### src/rtl/conv_scan_controller_if.sv
// ---------------------------------------------------------------------------
// conv_scan_controller_if
// Bundles the pixel-source handshake, the result handshake and the frame
// status signals of conv_scan_controller.
//   master : the environment (pixel source, downstream sink, frame sequencer)
//   slave  : the controller itself
// Signals
//   start      master->slave  begin a frame (sampled only while idle)
//   in_valid   master->slave  pixel present at the source
//   in_ready   slave->master  controller takes a pixel this cycle
//   shift_en   slave->master  pixel accepted this cycle; advances line buffers
//   row, col   slave->master  position of the next pixel to accept
//   out_valid  slave->master  window result valid to the sink
//   out_ready  master->slave  sink accepts the result
//   out_cnt    slave->master  results handed over this frame
//   busy       slave->master  controller not idle
//   done       slave->master  one-cycle end-of-frame pulse
// ---------------------------------------------------------------------------
interface conv_scan_controller_if #(
    parameter int CW = 16
);
    logic          start;
    logic          in_valid;
    logic          in_ready;
    logic          shift_en;
    logic [CW-1:0] row;
    logic [CW-1:0] col;
    logic          out_valid;
    logic          out_ready;
    logic [CW-1:0] out_cnt;
    logic          busy;
    logic          done;

    modport master (
        output start, in_valid, out_ready,
        input  in_ready, shift_en, row, col, out_valid, out_cnt, busy, done
    );

    modport slave (
        input  start, in_valid, out_ready,
        output in_ready, shift_en, row, col, out_valid, out_cnt, busy, done
    );
endinterface

### src/rtl/conv_scan_controller.sv
// ---------------------------------------------------------------------------
// conv_scan_controller
// Sequences one raster-order frame through the streaming convolution
// datapath: accepts pixels, tracks row/column, pulses the line-buffer shift
// enable and raises a one-deep, backpressured result flag wherever a full
// KxK window has been assembled.
// Ports
//   clk   rising-edge clock
//   rst   asynchronous active-high reset
//   scan  conv_scan_controller_if.slave (handshakes, position, status)
// ---------------------------------------------------------------------------
module conv_scan_controller #(
    parameter int IMG_W = 32,
    parameter int IMG_H = 32,
    parameter int K     = 3,
    parameter int CW    = 16
) (
    input  logic                   clk,
    input  logic                   rst,
    conv_scan_controller_if.slave  scan
);

    typedef enum logic [1:0] {
        S_IDLE,
        S_STREAM,
        S_FLUSH,
        S_DONE
    } state_e;

    localparam logic [CW-1:0] LAST_COL = CW'(IMG_W - 1);
    localparam logic [CW-1:0] LAST_ROW = CW'(IMG_H - 1);

    state_e        state_q;
    logic [CW-1:0] row_q;
    logic [CW-1:0] col_q;
    logic [CW-1:0] out_cnt_q;
    logic          out_valid_q;
    logic          done_q;

    logic          in_ready;
    logic          accept;
    logic          handoff;
    logic          in_window;

    // The output slot is one deep: a new pixel may enter when the slot is
    // empty or is being emptied in the same cycle.
    assign in_ready = (state_q == S_STREAM) && (!out_valid_q || scan.out_ready);
    assign accept   = in_ready && scan.in_valid;
    assign handoff  = out_valid_q && scan.out_ready;

    // With a 1x1 kernel every position is a window; otherwise the position
    // must be at least K-1 into both dimensions.
    generate
        if (K == 1) begin : g_k1
            assign in_window = 1'b1;
        end else begin : g_kn
            localparam logic [CW-1:0] WIN_MIN = CW'(K - 1);
            assign in_window = (row_q >= WIN_MIN) && (col_q >= WIN_MIN);
        end
    endgenerate

    // NOTE: sequential state uses non-blocking assignments so every register
    // samples pre-edge values; later assignments in the block override earlier
    // defaults, which is how done_q gets its one-cycle pulse.
    always_ff @(posedge clk or posedge rst) begin
        if (rst) begin
            state_q     <= S_IDLE;
            row_q       <= '0;
            col_q       <= '0;
            out_cnt_q   <= '0;
            out_valid_q <= 1'b0;
            done_q      <= 1'b0;
        end else begin
            done_q <= 1'b0;

            if (handoff) begin
                out_cnt_q <= out_cnt_q + 1'b1;
            end

            // A new window result takes priority: if the old one is handed
            // over in the same cycle, the slot simply stays full.
            if (accept && in_window) begin
                out_valid_q <= 1'b1;
            end else if (handoff) begin
                out_valid_q <= 1'b0;
            end

            case (state_q)
                S_IDLE: begin
                    if (scan.start) begin
                        row_q     <= '0;
                        col_q     <= '0;
                        out_cnt_q <= '0;
                        state_q   <= S_STREAM;
                    end
                end
                S_STREAM: begin
                    if (accept) begin
                        if (col_q == LAST_COL) begin
                            col_q <= '0;
                            if (row_q == LAST_ROW) begin
                                row_q   <= '0;
                                state_q <= S_FLUSH;
                            end else begin
                                row_q <= row_q + 1'b1;
                            end
                        end else begin
                            col_q <= col_q + 1'b1;
                        end
                    end
                end
                S_FLUSH: begin
                    // Leave once the last result is gone or leaving now.
                    if (!out_valid_q || scan.out_ready) begin
                        state_q <= S_DONE;
                        done_q  <= 1'b1;
                    end
                end
                S_DONE: begin
                    state_q <= S_IDLE;
                end
                default: begin
                    state_q <= S_IDLE;
                end
            endcase
        end
    end

    assign scan.in_ready  = in_ready;
    assign scan.shift_en  = accept;
    assign scan.row       = row_q;
    assign scan.col       = col_q;
    assign scan.out_valid = out_valid_q;
    assign scan.out_cnt   = out_cnt_q;
    assign scan.busy      = (state_q != S_IDLE);
    assign scan.done      = done_q;

endmodule

### src/flat_wrapper.sv
// flat-port wrapper written by rule: the top's interface ports become plain ports
module conv_scan_controller_flat 
#(
    parameter int IMG_W = 32,
    parameter int IMG_H = 32,
    parameter int K     = 3,
    parameter int CW    = 16
)
  (clk, rst, scan_start, scan_in_valid, scan_out_ready, scan_in_ready, scan_shift_en, scan_row, scan_col, scan_out_valid, scan_out_cnt, scan_busy, scan_done);
  conv_scan_controller_if #(.CW(CW)) scan_i ();
  input  logic clk;
  input  logic rst;
  input wire logic [$bits(scan_i.start)-1:0] scan_start;
  input wire logic [$bits(scan_i.in_valid)-1:0] scan_in_valid;
  input wire logic [$bits(scan_i.out_ready)-1:0] scan_out_ready;
  output wire logic [$bits(scan_i.in_ready)-1:0] scan_in_ready;
  output wire logic [$bits(scan_i.shift_en)-1:0] scan_shift_en;
  output wire logic [$bits(scan_i.row)-1:0] scan_row;
  output wire logic [$bits(scan_i.col)-1:0] scan_col;
  output wire logic [$bits(scan_i.out_valid)-1:0] scan_out_valid;
  output wire logic [$bits(scan_i.out_cnt)-1:0] scan_out_cnt;
  output wire logic [$bits(scan_i.busy)-1:0] scan_busy;
  output wire logic [$bits(scan_i.done)-1:0] scan_done;
  assign scan_i.start = scan_start;
  assign scan_i.in_valid = scan_in_valid;
  assign scan_i.out_ready = scan_out_ready;
  assign scan_in_ready = scan_i.in_ready;
  assign scan_shift_en = scan_i.shift_en;
  assign scan_row = scan_i.row;
  assign scan_col = scan_i.col;
  assign scan_out_valid = scan_i.out_valid;
  assign scan_out_cnt = scan_i.out_cnt;
  assign scan_busy = scan_i.busy;
  assign scan_done = scan_i.done;
  conv_scan_controller #(.IMG_W(IMG_W), .IMG_H(IMG_H), .K(K), .CW(CW)) u_core (.clk(clk), .rst(rst), .scan(scan_i));
endmodule
### config.mk
export PLATFORM = sky130hd
export DESIGN_NAME = conv_scan_controller_flat
export DESIGN_NICKNAME = d
export VERILOG_FILES = /design/src/rtl/conv_scan_controller_if.sv /design/src/rtl/conv_scan_controller.sv /design/src/flat_wrapper.sv
export SDC_FILE = /design/constraint.sdc
export NUM_CORES = 1
export LEC_CHECK = 0
export BUFFER_PORTS_ARGS = -buffer_cell sky130_fd_sc_hd__buf_2
export CELL_PAD_IN_SITES_DETAIL_PLACEMENT = 0
export CELL_PAD_IN_SITES_GLOBAL_PLACEMENT = 2
export CORE_AREA = 2 2 97 99
export CTS_BUF_LIST = sky130_fd_sc_hd__clkbuf_8 sky130_fd_sc_hd__clkbuf_16
export CTS_CLUSTER_DIAMETER = 200
export DETAILED_ROUTE_END_ITERATION = 8
export DIE_AREA = 0 0 99 101
export GPL_ROUTABILITY_DRIVEN = 0
export GPL_TIMING_DRIVEN = 1
export PLACE_DENSITY = 0.77
export SYNTH_ARGS = -nofsm -noshare
export SYNTH_HDL_FRONTEND = slang
export SYNTH_SLANG_ARGS = --single-unit
### constraint.sdc
create_clock -name clk -period 2.15 [get_ports clk]
set_input_delay 0.1075 -clock clk [delete_from_list [all_inputs] [get_ports clk]]
set_output_delay 0.1075 -clock clk [all_outputs]
set_load 0.1 [all_outputs]
==> results.ini, run 1 <==
[floorplan]
io_pins = 58
dieArea_mm2 = 0.0100
core_area_mm2 = 0.00898
rows = 35
initial_core_util = 0.328
die_y_um = 101
die_x_um = 99

[logic_synthesis]
synth_edf_count = 0
syn_inst = 317
yosysWarnings = 0
syn_area_per_cell_um2 = 9.30
yosys_most_used_dff = dfrtp_1
synthArstFlopShare = 1.00
netlist_area_mm2 = 0.00295
synth_nets = 330
ys_seq_area_frac = 0.441
ys_seq_elements = 52
synthDistinctLibCells = 53

[drt]
routed_via_density = 5.30
drtPass1Iterations = 4
post_drt_wl_per_cell_um = 15.6
drt-initial-drc-count = 110
wl_mm = 7.70
drc = 0
antenna_left = 0
vias = 2617

[worst_setup_path]
endpoint_kind = register
critPathMaxFanout = 13
cp.arrival_ns = 2.15
reg2reg_depth = 8
worstPathRequired_ns = 2.38
setup.worst_path.start_class = register
worstSetupPathType = register to register

[timing]
tns_ns = 0
tightestPinTransition_ns = 0.599
finalSetupViolCount = 0
period_minus_slack_ns = 1.92
fin_skew_ns = 0.0101
slew_headroom = 0.598
rsz0062_at_grt = false
max_freq_ghz = 0.521
hold_viol = 0
finalHoldWorstSlack_ns = 0.115
slew_viol_final = 0
finalCritPeriodShare = 0.893

[grt]
grt_use_total = 0.164
grt_max_degree = 30
first_global_vias = 2559
antenna_found_initial = 0
grt.overflow.total = 0
grt_pass1_wl_mm = 13.3

[clocking]
htreeDepth = 2
cts_buffer_depth = 2
clkTransAtPathRegs_ns = 0.10
clkLatencyLatePin_ns = 0.31
tritoncts = yes
cts_buffers = 5
root_buffer = clkbuf_8
clock_sink_count = 52

[job]
maxCapViolations = 0

[placement]
port_buffers = 57
place_area_mm2 = 0.00352
dpl.hpwl_mm = 5.46

[pwr]
intPower_mw = 1.62
seqPwrFrac = 0.395
p_per_area_mw_per_mm2 = 913
p_clk_frac = 0.178
netSwitchingPower_mw = 1.69
power.static_leakage_nw = 1.71
sw_frac_of_total = 0.510
comb_power_share = 0.427
vdd_drop_max_uv = 731

[cells_and_area]
final_cell_mix = buf_2, nor2_1, nand2_1
fin_nets = 395
antennaDiodeCount = 0
drive_above_1_share = 0.319
fill_cells = 925
final_area_mm2 = 0.00362
layout_commonest_cell = buf_2
area_growth_pct = 22.9

[run_status]
status = complete, no violations

[min_path]
hp-class = input port to register
hold_depth = 3

routing by layer:
layer	part of all wire	vias to the layer above	wire length, um	track usage
met3	0.049	9	376	0.0368
met5	0	-	0	0
met4	0.013	0	97	0.0453
li1	-	1268	-	-
met2	0.45	56	3470	0.254
met1	0.49	1284	3760	0.232
area by class of cell:
type	instances	area (um^2)	share of cell area
clock buffers	6	82.6	0.0228
clock inverters	2	7.51	0.00207
inverters	10	41.3	0.0114
multi-input cells	244	1600	0.442
flip-flops and latches	52	1330	0.367
well taps	111	139	0.0383
repair buffers	69	420	0.116
final timing paths:
check	start	to	slack, ns
setup / recovery	u_core.state_q[1]	u_core.scan.col[15]	0.23
min in group asynchronous	rst	u_core.scan.row[1]	0.40
hold reg to reg	u_core.scan.row[15]	u_core.scan.row[15]	0.54
setup reg to reg	u_core.state_q[1]	u_core.scan.col[15]	0.23
hold / removal	scan_out_ready	u_core.scan.out_cnt[1]	0.11
max in group asynchronous	rst	u_core.scan.out_cnt[3]	1.16
synth_stat cells (3+ instances only):
library cell | instances | area [um^2]
or3_1 | 5 | 31.3
o31ai_1 | 9 | 67.6
and4_1 | 4 | 35.0
a21o_1 | 4 | 30.0
nand3_1 | 21 | 105
nand4_1 | 13 | 81.3
nor3_2 | 3 | 30.0
a21oi_1 | 13 | 65.1
o21ai_1 | 6 | 30.0
nor2_1 | 33 | 124
dfrtp_1 | 52 | 1300
ha_1 | 8 | 100
and2_1 | 4 | 25.0
nor3_1 | 8 | 40.0
o21ai_0 | 13 | 65.1
xor2_1 | 20 | 175
xnor2_1 | 3 | 26.3
and3_1 | 7 | 43.8
clkbuf_1 | 5 | 18.8
nor4_1 | 4 | 25.0
buf_2 | 3 | 15.0
nand2_1 | 31 | 116
inv_1 | 10 | 37.5
cell families (layout without fill, tap and decap cells):
| family | after synthesis | after routing | synth area share |
|---|---|---|---|
| compound gates | 60 | 60 | 0.134 |
| xor+xnor | 23 | 23 | 0.0683 |
| fa+ha+maj | 8 | 8 | 0.0340 |
| buf+inv | 21 | 87 | 0.0331 |
| flops | 52 | 52 | 0.441 |
| mux | 2 | 2 | 0.00722 |
| simple gates | 151 | 151 | 0.282 |
worst max-delay path, stage by stage, from the launching register on:
cell and delay (ns):
dfrtp_1 0.39, inv_2 0.07, ha_1 0.24, buf_4 0.19, o22ai_4 0.17, buf_4 0.21, nand3_1 0.12, or3_1 0.32
a21oi_1 0.15
what timing repair did:
| item | 4_1_cts | 5_1_grt |
|---|---|---|
| endpoints found under the hold margin | 23 | 0 |
| setup buffers | 0 | 0 |
| hold buffers | 1 | 0 |
| resized for setup | 0 | 0 |
power by group through the flow:
stage | clock network (mW) | registers, mW | logic, mW
floorplan | 0 | 2.16 | 0.304
global placement | 0 | 1.32 | 1.42
detailed placement | 0 | 1.33 | 1.42
CTS | 0.618 | 1.31 | 1.42
global route | 0.652 | 1.34 | 1.49
finish | 0.590 | 1.31 | 1.41
through the flow:
step	worst slack (ns)	util	cells	total power [mW]
after detailed placement	0.222	0.392	485	2.75
after global routing	0.0516	0.404	494	3.48
final	0.229	0.404	494	3.31
after CTS	0.207	0.404	494	3.35
after floorplan	-0.0382	-	317	2.47
after global placement	0.261	0.392	485	2.74
flip-flops by register name, summed over array words and instances (netlist names):
signal / count
u_core.scan.done: 1
u_core.scan.out_cnt: 16
u_core.scan.col: 16
u_core.scan.row: 16
u_core.scan.out_valid: 1
u_core.state_q: 2
Note: power is estimated with default switching activity, not from simulation.
==> inputs of run 2 (changes only) <==
--- a/config.mk
+++ b/config.mk
@@ -5,17 +5,17 @@
 export SDC_FILE = /design/constraint.sdc
 export NUM_CORES = 1
 export LEC_CHECK = 0
-export BUFFER_PORTS_ARGS = -buffer_cell sky130_fd_sc_hd__buf_2
+export BUFFER_PORTS_ARGS = -buffer_cell sky130_fd_sc_hd__buf_4
 export CELL_PAD_IN_SITES_DETAIL_PLACEMENT = 0
 export CELL_PAD_IN_SITES_GLOBAL_PLACEMENT = 2
-export CORE_AREA = 2 2 97 99
+export CORE_AREA = 2 2 103 105
 export CTS_BUF_LIST = sky130_fd_sc_hd__clkbuf_8 sky130_fd_sc_hd__clkbuf_16
 export CTS_CLUSTER_DIAMETER = 200
 export DETAILED_ROUTE_END_ITERATION = 8
-export DIE_AREA = 0 0 99 101
+export DIE_AREA = 0 0 105 107
 export GPL_ROUTABILITY_DRIVEN = 0
 export GPL_TIMING_DRIVEN = 1
-export PLACE_DENSITY = 0.77
+export PLACE_DENSITY = 0.7
 export SYNTH_ARGS = -nofsm -noshare
 export SYNTH_HDL_FRONTEND = slang
 export SYNTH_SLANG_ARGS = --single-unit
==> run 2 against run 1 <==
  * Critical path depth down 1
  * Power grew 6.6%
  * Sequential cell count unchanged
  * Combinational power rose by 5%
  * Hold slack worse by 0.015 ns
  * Clock power grew 24%
  * Final area up 5.9%
  * Sequential power barely moved
  * Critical path type unchanged
  * Critical endpoint is now u_core.state_q[1]
  * Largest power group unchanged
==> results.ini, run 2 (synthesis gave the netlist of run 1 again) <==
[timing]
hold_viol = 0  ; unchanged
slew_viol_final = 0  ; unchanged
period_minus_slack_ns = 1.99  ; +0.0709 ns
finalSetupViolCount = 0  ; unchanged
finalCritPeriodShare = 0.926  ; +0.0330
slew_headroom = 0.573  ; -0.0252
tightestPinTransition_ns = 0.637  ; +0.0376 ns
rsz0062_at_grt = false
max_freq_ghz = 0.502  ; -3.6%
fin_skew_ns = 0.00864  ; -0.00144 ns
fin_ws_ns = 0.158  ; -0.0709 ns

[placement]
place_inst = 515  ; +6.2%
port_buffers = 57  ; unchanged
dp_worst_setup_slack_ns = 0.114  ; -0.107 ns
place_area_mm2 = 0.00370  ; +5.1%
dpl.hpwl_mm = 5.68  ; +3.9%

[grt]
grt_pass1_wl_mm = 13.3  ; -0.32%
grt.overflow.total = 0  ; unchanged
grt_use_total = 0.146  ; -0.0177
grt_max_degree = 30  ; unchanged
antenna_found_initial = 0  ; unchanged
first_global_vias = 2527  ; -1.3%

[min_path]
min_to = u_core.scan.out_cnt[1]
hp-class = input port to register
hold_depth = 3  ; unchanged
worstHoldStart = scan_out_ready

[cells_and_area]
antennaDiodeCount = 0  ; unchanged
area_growth_pct = 30.2
fin_nets = 400  ; +1.3%
fin_util = 0.380  ; -0.0233
drive_above_1_share = 0.335  ; +0.0165
layout_commonest_cell = buf_4
final_cell_mix = buf_4, nor2_1, nand2_1
fin_cells = 524  ; +6.1%
final_area_mm2 = 0.00384  ; +5.9%

[clocking]
root_buffer = clkbuf_8
clkTransAtPathRegs_ns = 0.10  ; about the same
cts_buffer_depth = 2  ; unchanged
htreeDepth = 2  ; unchanged
clkLatencyLatePin_ns = 0.31  ; about the same
cts_setup_buffers = 0  ; unchanged
tritoncts = yes
cts_buffers = 5  ; unchanged
clock_sink_count = 52  ; unchanged

[drt]
wl_mm = 7.86  ; +2.2%
drt-initial-drc-count = 71  ; -35%
routed_via_density = 4.94  ; -6.8%
post_drt_wl_per_cell_um = 15.0  ; -3.7%
antenna_left = 0  ; unchanged
drc = 0  ; unchanged
drtPass1Iterations = 4  ; unchanged
vias = 2587  ; -1.1%

[floorplan]
die_y_um = 107  ; +5.9%
dieArea_mm2 = 0.0112  ; +12%
core_area_mm2 = 0.0101  ; +12%
initial_core_util = 0.292  ; -0.0363
io_pins = 58  ; unchanged
die_x_um = 105  ; +6.1%
rows = 37  ; +5.7%

[worst_setup_path]
timing.rr.start = u_core.scan.col[1]
worstPathRequired_ns = 2.35  ; -0.03 ns
setup.worst_path.start_class = register
cp.arrival_ns = 2.19  ; +0.04 ns
r2r_end = u_core.state_q[1]
critPathMaxFanout = 12  ; -1
reg2reg_depth = 7  ; -1
rrSetupSlack_ns = 0.16  ; -0.07 ns
worstSetupPathType = register to register
endpoint_kind = register
crit_start = u_core.scan.col[1]

[pwr]
p_per_area_mw_per_mm2 = 919  ; +0.65%
power.total_mw = 3.53  ; +6.6%
power.static_leakage_nw = 1.75  ; +2.3%
vdd_drop_max_uv = 716  ; -2.2%

[run_status]
status = complete, no violations

[job]
maxCapViolations = 0  ; unchanged

==> run 2: cell count changes in the layout (fill, tap and decap cells not counted), sizes merged <==
cell | before | now
buf | 68 | 73
bufinv | 0 | 1
clkinv | 0 | 1
inv | 11 | 9
==> run 2: layout make-up <==
| cell class | instances | area [um^2] |
|---|---|---|
| multi-input combinational | 244 | 1600 |
| clock buffer | 6 | 82.6 |
| tap | 136 | 170 |
| fill | 1062 | 6250 |
| sequential | 52 | 1330 |
| timing repair buffer | 74 | 571 |
| clock inverter | 2 | 38.8 |
| inverter | 10 | 41.3 |
==> run 2: power breakdown <==
group / switching, mW / leakage, nW / total (mW) / internal [mW]
combinational: 1.16 / 1.03 / 1.48 / 0.315
sequential: 0.204 / 0.652 / 1.32 / 1.12
clock: 0.352 / 0.0614 / 0.733 / 0.382
==> run 2: metrics by stage <==
step,TNS (ns),hold slack (ns)
6_report,0,0.100
5_1_grt,0,0.122
4_1_cts,0,0.100
3_5_place_dp,0,0.199
3_3_place_gp,0,0.195
2_1_floorplan,-0.0382,0.266
==> run 2: what timing repair did <==
item / in CTS / in global routing
hold endpoints to repair: 23 / 0
hold buffers: 1 / 0
resized for setup: 0 / 1
endpoints found under the setup margin: 0 / 3
==> run 2: routing by layer <==
metal  vias to the layer above  part of all wire  track usage
li1                       1282                 -            -
met1                      1254              0.48        0.208
met2                        46              0.47        0.231
met3                         5             0.035       0.0267
met4                         0            0.0097       0.0343
met5                         -                 0            0
==> run 2: worst max path at each step <==
stage                               endpoint  slack (ns)
after floorplan           u_core.scan.col[3]       -0.04
after global placement    u_core.scan.row[9]        0.17
after detailed placement  u_core.scan.row[3]        0.11
after CTS                      scan_in_ready        0.09
after global routing      u_core.scan.row[5]        0.01
final                      u_core.state_q[1]        0.16
==> run 2: worst max-delay path, cell delays in order (launching register included) <==
cell,delay (ns)
dfrtp_2,0.47
ha_4,0.18
and4_1,0.22
nand4_2,0.15
nor3_2,0.05
buf_4,0.18
o211ai_1,0.25
mux2_2,0.37
